**config.mk**
```make
export PLATFORM = sky130hd
export DESIGN_NAME = sync_filter_bank
export DESIGN_NICKNAME = d
export VERILOG_FILES = /design/src/rtl/sync_lib_pkg.sv /design/src/rtl/sync_filter_chan.sv /design/src/rtl/sync_filter_bank.sv
export SDC_FILE = /design/constraint.sdc
export NUM_CORES = 1
export LEC_CHECK = 0
export BUFFER_PORTS_ARGS = -buffer_cell sky130_fd_sc_hd__buf_2
export CAP_MARGIN = 40
export CORE_AREA = 2 2 39 41
export DETAILED_ROUTE_END_ITERATION = 16
export DIE_AREA = 0 0 41 43
export PLACE_DENSITY = 0.33
export SYNTH_ARGS = -nofsm -noshare
export SYNTH_HDL_FRONTEND = slang
export SYNTH_SLANG_ARGS = --single-unit
```
**constraint.sdc**
```tcl
create_clock -name clk -period 0.9 [get_ports clk]
set_input_delay 0.18 -clock clk [delete_from_list [all_inputs] [get_ports clk]]
set_output_delay 0.18 -clock clk [all_outputs]
set_load 0.03 [all_outputs]
```
**src/rtl/sync_lib_pkg.sv**
```systemverilog
// Shared constants and width helpers for the synchroniser library blocks.
package sync_lib_pkg;

    localparam int SYNC_MIN_STAGES = 2;

    function automatic int clog2(input int value);
        int w;
        int v;
        w = 0;
        v = value - 1;
        while (v > 0) begin
            w++;
            v = v >>> 1;
        end
        return w;
    endfunction

    // Counter width never drops below one bit, even when no filtering is needed.
    function automatic int cnt_width(input int n);
        return (clog2(n) < 1) ? 1 : clog2(n);
    endfunction

endpackage

```
**src/rtl/sync_filter_chan.sv**
```systemverilog
// One synchroniser channel: STAGES-deep flop chain, persistence filter and edge pulses.
module sync_filter_chan
    import sync_lib_pkg::*;
#(
    parameter int   STAGES   = 2,
    parameter int   FILT_CYC = 1,
    parameter logic RST_VAL  = 1'b0
) (
    input  logic clk,
    input  logic rst,
    input  logic in_sig,
    output logic sync_sig,
    output logic rise,
    output logic fall,
    output logic pulse_nxt
);

    localparam int CW = cnt_width(FILT_CYC);
    localparam logic [CW-1:0] CNT_MAX = CW'(FILT_CYC - 1);

    if (STAGES < SYNC_MIN_STAGES || FILT_CYC < 1) begin : g_bad_param
        $error("sync_filter_chan: STAGES must be >= 2 and FILT_CYC >= 1");
    end

    (* ASYNC_REG = "TRUE" *) logic [STAGES-1:0] sync_p;
    logic          raw;
    logic [CW-1:0] cnt;

    assign raw       = sync_p[STAGES-1];
    assign pulse_nxt = (raw != sync_sig) && (cnt == CNT_MAX);

    // Synchroniser chain: pure flop-to-flop, no logic between stages
    always_ff @(posedge clk) begin
        if (rst) begin
            sync_p <= {STAGES{RST_VAL}};
        end else begin
            sync_p <= {sync_p[STAGES-2:0], in_sig};
        end
    end

    // Filter / accept stage
    always_ff @(posedge clk) begin
        if (rst) begin
            sync_sig <= RST_VAL;
            cnt      <= '0;
            rise     <= 1'b0;
            fall     <= 1'b0;
        end else begin
            rise <= 1'b0;
            fall <= 1'b0;
            if (raw == sync_sig) begin
                cnt <= '0;
            end else if (cnt == CNT_MAX) begin
                sync_sig <= raw;
                cnt      <= '0;
                rise     <= raw;
                fall     <= ~raw;
            end else begin
                cnt <= cnt + 1'b1;
            end
        end
    end

endmodule

```
**src/rtl/sync_filter_bank.sv**
```systemverilog
// NCH independent filtered synchronisers with a shared "any channel changed" flag.
module sync_filter_bank
    import sync_lib_pkg::*;
#(
    parameter int NCH      = 1,
    parameter int STAGES   = 2,
    parameter int FILT_CYC = 1,
    parameter     RST_VAL  = {NCH{1'b0}}
) (
    input  logic           clk,
    input  logic           rst,
    input  logic [NCH-1:0] in_sig,
    output logic [NCH-1:0] sync_sig,
    output logic [NCH-1:0] rise,
    output logic [NCH-1:0] fall,
    output logic           chg_any
);

    if ($bits(RST_VAL) != NCH) begin : g_bad_rst_val
        $error("sync_filter_bank: RST_VAL width must equal NCH");
    end
    if (STAGES < SYNC_MIN_STAGES || FILT_CYC < 1) begin : g_bad_param
        $error("sync_filter_bank: STAGES must be >= 2 and FILT_CYC >= 1");
    end

    localparam logic [NCH-1:0] RST_V = RST_VAL;

    logic [NCH-1:0] pulse_nxt;

    for (genvar i = 0; i < NCH; i++) begin : g_chan
        sync_filter_chan #(
            .STAGES   (STAGES),
            .FILT_CYC (FILT_CYC),
            .RST_VAL  (RST_V[i])
        ) u_chan (
            .clk       (clk),
            .rst       (rst),
            .in_sig    (in_sig[i]),
            .sync_sig  (sync_sig[i]),
            .rise      (rise[i]),
            .fall      (fall[i]),
            .pulse_nxt (pulse_nxt[i])
        );
    end

    // Registered from the channels' next-cycle pulse so it lines up with rise/fall
    always_ff @(posedge clk) begin
        if (rst) begin
            chg_any <= 1'b0;
        end else begin
            chg_any <= |pulse_nxt;
        end
    end

endmodule

```
Yosys cells after proc, flatten, opt, wreduce, memory -nomap -nowiden
Index checks and enable logic that the tools add are counted.
{"block": "totals", "wordCells": 16, "in_bits": 3, "ff_bits": 7, "output_inout_bits": 4}
{"block": "classes", "reduce_logical": 4, "n_bitwise": 3, "addsub": 1, "n_eq_ne": 2}
{"operator": "OR reduction 3 bit", "n": 2}
{"operator": "inverter 1 bit", "n": 3}
{"operator": "AND reduction 2 bit", "n": 1}
{"operator": "adder 1 bit (second input constant)", "n": 1}
{"operator": "equality test 1 bit", "n": 1}
{"operator": "logical AND 1 bit", "n": 1}
{"operator": "!= test 1 bit", "n": 1}

Longest topological paths before layout
{"block": "logic_depth", "depth_word": 3, "ltp_mapped": 2, "mapped_depth_nobuf": 2}

Hierarchy
A second synthesis with hierarchy kept.
{"block": "hier_totals", "cells_unflattened": 18, "hier_area_um2": 211.5}
{"module": "sync_filter_chan", "area_each_um2": 177.7, "seq_area_each_um2": 120.1, "instances": 1, "cells_each": 16}
{"module": "sync_filter_bank", "area_each_um2": 33.8, "seq_area_each_um2": 20.0, "instances": 1, "cells_each": 2}

Least setup slack after synthesis
OpenSTA, ideal clock, no wires.
{"block": "synth_timing", "path_kind": "flip-flop to flip-flop", "startpoint": "register g_chan[0].u_chan.sync_sig", "endpoint": "register chg_any", "stages_incl_launch_ff": 3, "period_less_slack_ns": 0.871, "t_arrival_ns": 0.754, "n_path_buf": 0, "t_required_ns": 0.783, "slack_ns": 0.029, "cell_sequence": "dfxtp_1 > xnor2_1 > nor3_2"}
{"block": "synth_via", "elab_chain_len": 2}
{"element": "start, declared", "line_no": "sync_filter_chan.sv:12", "text": "output logic sync_sig,"}
{"element": "start signal, assigned", "line_no": "sync_filter_chan.sv:54", "text": "sync_sig <= raw;"}
{"element": "!= test 1 bit", "line_no": "sync_filter_chan.sv:30", "text": "assign pulse_nxt = (raw != sync_sig) && (cnt == CNT_MAX);"}
{"element": "logical AND 1 bit", "line_no": "sync_filter_chan.sv:30"}
{"element": "end signal, assigned", "line_no": "sync_filter_bank.sv:51", "text": "chg_any <= |pulse_nxt;"}
{"element": "end, declared", "line_no": "sync_filter_bank.sv:16", "text": "output logic chg_any"}
Every way passes these cells.
A chain may end at the register's enable or synchronous reset.

Final worst setup path
{"block": "layout_timing", "startpoint": "register g_chan[0].u_chan.sync_sig", "endpoint": "output sync_sig"}
{"element": "end, declared", "line_no": "sync_filter_bank.sv:13", "text": "output logic [NCH-1:0] sync_sig,"}
No word-level cell between the ends.

==> metrics.cfg <==
[cts]
htree_levels=1
clockBufferDepth=2
cts_buffers=3
clk_pin_slew_ns=0.05
clockRootBuffer=clkbuf_4
clk_latency_ns=0.25
cts_tree=done
cts.sinks=7

[pwr]
ir_drop_uv=507
powerDensity_nw_per_um2=1960
leakagePower_nw=0.137

[setup_path]
r2r-start=g_chan[0].u_chan.sync_sig
cp.depth=1
critical_path_buf_inv_count=1
rrSetupSlack_ns=0.06
path_cells=buf_6
cp_slowest_cell=dfxtp_4
crit_path_start_kind=flop
required_ns=0.72
crit_type=flop to output port
r2r_cells=2
path_max_fanout=2
path_delay_family=flip-flops
slowest_delay_ns=0.33
rr_endpoint=g_chan[0].u_chan.rise
worstSetupEndpointType=output port
cp_data_arrival_time_ns=0.71

[hold_path]
hold_start=in_sig
hold_path.class=input port to flop
hold_depth=2
hold_path_end=g_chan[0].u_chan.sync_p[0]

[sta]
period_minus_slack_ns=0.886
setup_viol=0
hold_viol=0
rsz0062_at_grt=true
clock_skew_ns=0.00475
fin_crit_sh=0.984
slew_violations=0
finalSetupTns_ns=0
max_freq_ghz=1.13

[global_route]
grt_pass1_wl_um=427
grt_usage=0.0452
grt_max_degree=7
grt_pass1_vias=116
antenna_found_initial=0
grt.overflow.total=0

[synthesis]
yosys.area_share.simple=0.231
synth_top_family_by_area=simple AND/OR/NAND/NOR gates
yosysWarnings=0
synth_compound_area_frac=0
seq_area_frac_synth=0.663
netlist_instances=16
syn_avg_cell_area_um2=13.2
synth_adder_area_share=0
synth_xor_area_frac=0.0414
yosysUniqueCellTypes=8
syn_nets=19
synth.cell_area_um2=211
synth.mux.area_fraction=0.0473
ys_seq_elements=7

[layout]
drive_above_1_share=0.593
seq_area_um2=146
fill_cells=153
areaGrowthSynthToFinish_pct=52.7
multi_input_area_um2=71.3
num_antenna_cells=0
nNetsFinal=31
final_cells=43

[detailed_routing]
drtAntennaViolNets=0
post_drt_wl_per_cell_um=7.09
firstDrtPassIters=2
wirelength_um=305
drc=0
drt_iter0_markers=3
routed_via_density=3.40
vias=146

[die]
fp-row-count=14
coreArea_um2=1380
die_y_um=43
die_area_um2=1760
ios=7
die_w_um=41
initial_utilization=0.153

[placed_design]
placed_cells=38
globalplace.congestion=0.515
portBuffers=6

[flow_run]
cap_viol_max_count=0

[status]
status=finished clean

==> worst max path at each step <==
stage	startpoint	endpoint
6_report	g_chan[0].u_chan.sync_sig	sync_sig
5_1_grt	g_chan[0].u_chan.sync_sig	sync_sig
4_1_cts	g_chan[0].u_chan.sync_sig	sync_sig
3_5_place_dp	g_chan[0].u_chan.sync_sig	g_chan[0].u_chan.fall
3_3_place_gp	g_chan[0].u_chan.sync_sig	sync_sig
2_1_floorplan	g_chan[0].u_chan.sync_sig	chg_any
==> cells in the mapped netlist <==
library cell,n,area share
nor3_2,1,0.047
conb_1,1,0.018
xnor2_1,1,0.041
mux2i_1,1,0.047
and2b_2,2,0.083
nor2_1,1,0.018
dfxtp_1,7,0.66
nor4b_1,2,0.083
==> what timing repair did <==
item,CTS,global route
hold buffers,0,0
resized for setup,7,4
endpoints found under the setup margin,4,3
buffers inserted,0,1
==> stage by stage <==
| step | power, mW | hold WS, ns | setup WS, ns | utilization | area (um2) |
|---|---|---|---|---|---|
| after floorplan | 0.351 | 0.250 | 0.0287 | - | 211 |
| after global placement | 0.363 | 0.402 | 0.138 | 0.189 | 262 |
| after detailed placement | 0.364 | 0.407 | 0.103 | 0.189 | 262 |
| after CTS | 0.649 | 0.144 | -0.0254 | 0.221 | 305 |
| after global routing | 0.673 | 0.153 | -0.00905 | 0.233 | 323 |
| final | 0.633 | 0.154 | 0.0144 | 0.233 | 323 |
==> logic make-up after synthesis <==
| logic type | Yosys count |
|---|---|
| XOR/XNOR | 1 |
| flip-flops | 7 |
| multiplexers | 1 |
| other | 1 |
| AND/OR/NAND/NOR | 6 |
==> metal layers <==
| metal | vias up | track usage | wire length, um |
|---|---|---|---|
| met5 | - | 0 | 0 |
| met4 | 0 | 0.0800 | 15 |
| met3 | 2 | 0.0314 | 52 |
| met2 | 10 | 0.0438 | 122 |
| met1 | 60 | 0.0419 | 115 |
| li1 | 74 | - | - |
==> power breakdown <==
group | leakage, nW | switching [mW] | internal, mW
combinational | 0.0626 | 0.0165 | 0.0184
clock | 0.0150 | 0.104 | 0.168
sequential | 0.0591 | 0.00682 | 0.319
==> cells in the final DEF (no fill, tap or decap) <==
master,netlist,routed
clkbuf_1,0,1
dfxtp_1,7,4
xnor2_1,1,1
and2b_2,2,2
nor4b_1,2,2
clkbuf_4,0,3
conb_1,1,1
dfxtp_2,0,2
buf_6,0,3
nor2_1,1,1
dfxtp_4,0,1
buf_4,0,2
mux2i_1,1,1
nor3_2,1,1
buf_2,0,2
==> flip-flops by register name (all words and copies together), names as in the netlist <==
register                flops
g_chan.u_chan.sync_p        2
chg_any                     1
g_chan.u_chan.cnt           1
g_chan.u_chan.fall          1
g_chan.u_chan.rise          1
g_chan.u_chan.sync_sig      1
==> area by class of cell <==
cell class / count / area share
Tap cell: 16 / 0.0620
Multi-Input combinational cell: 9 / 0.221
Sequential cell: 7 / 0.453
Clock buffer: 4 / 0.0814
Timing Repair Buffer: 7 / 0.182
No activity file was read; power rests on OpenSTA's default activity.
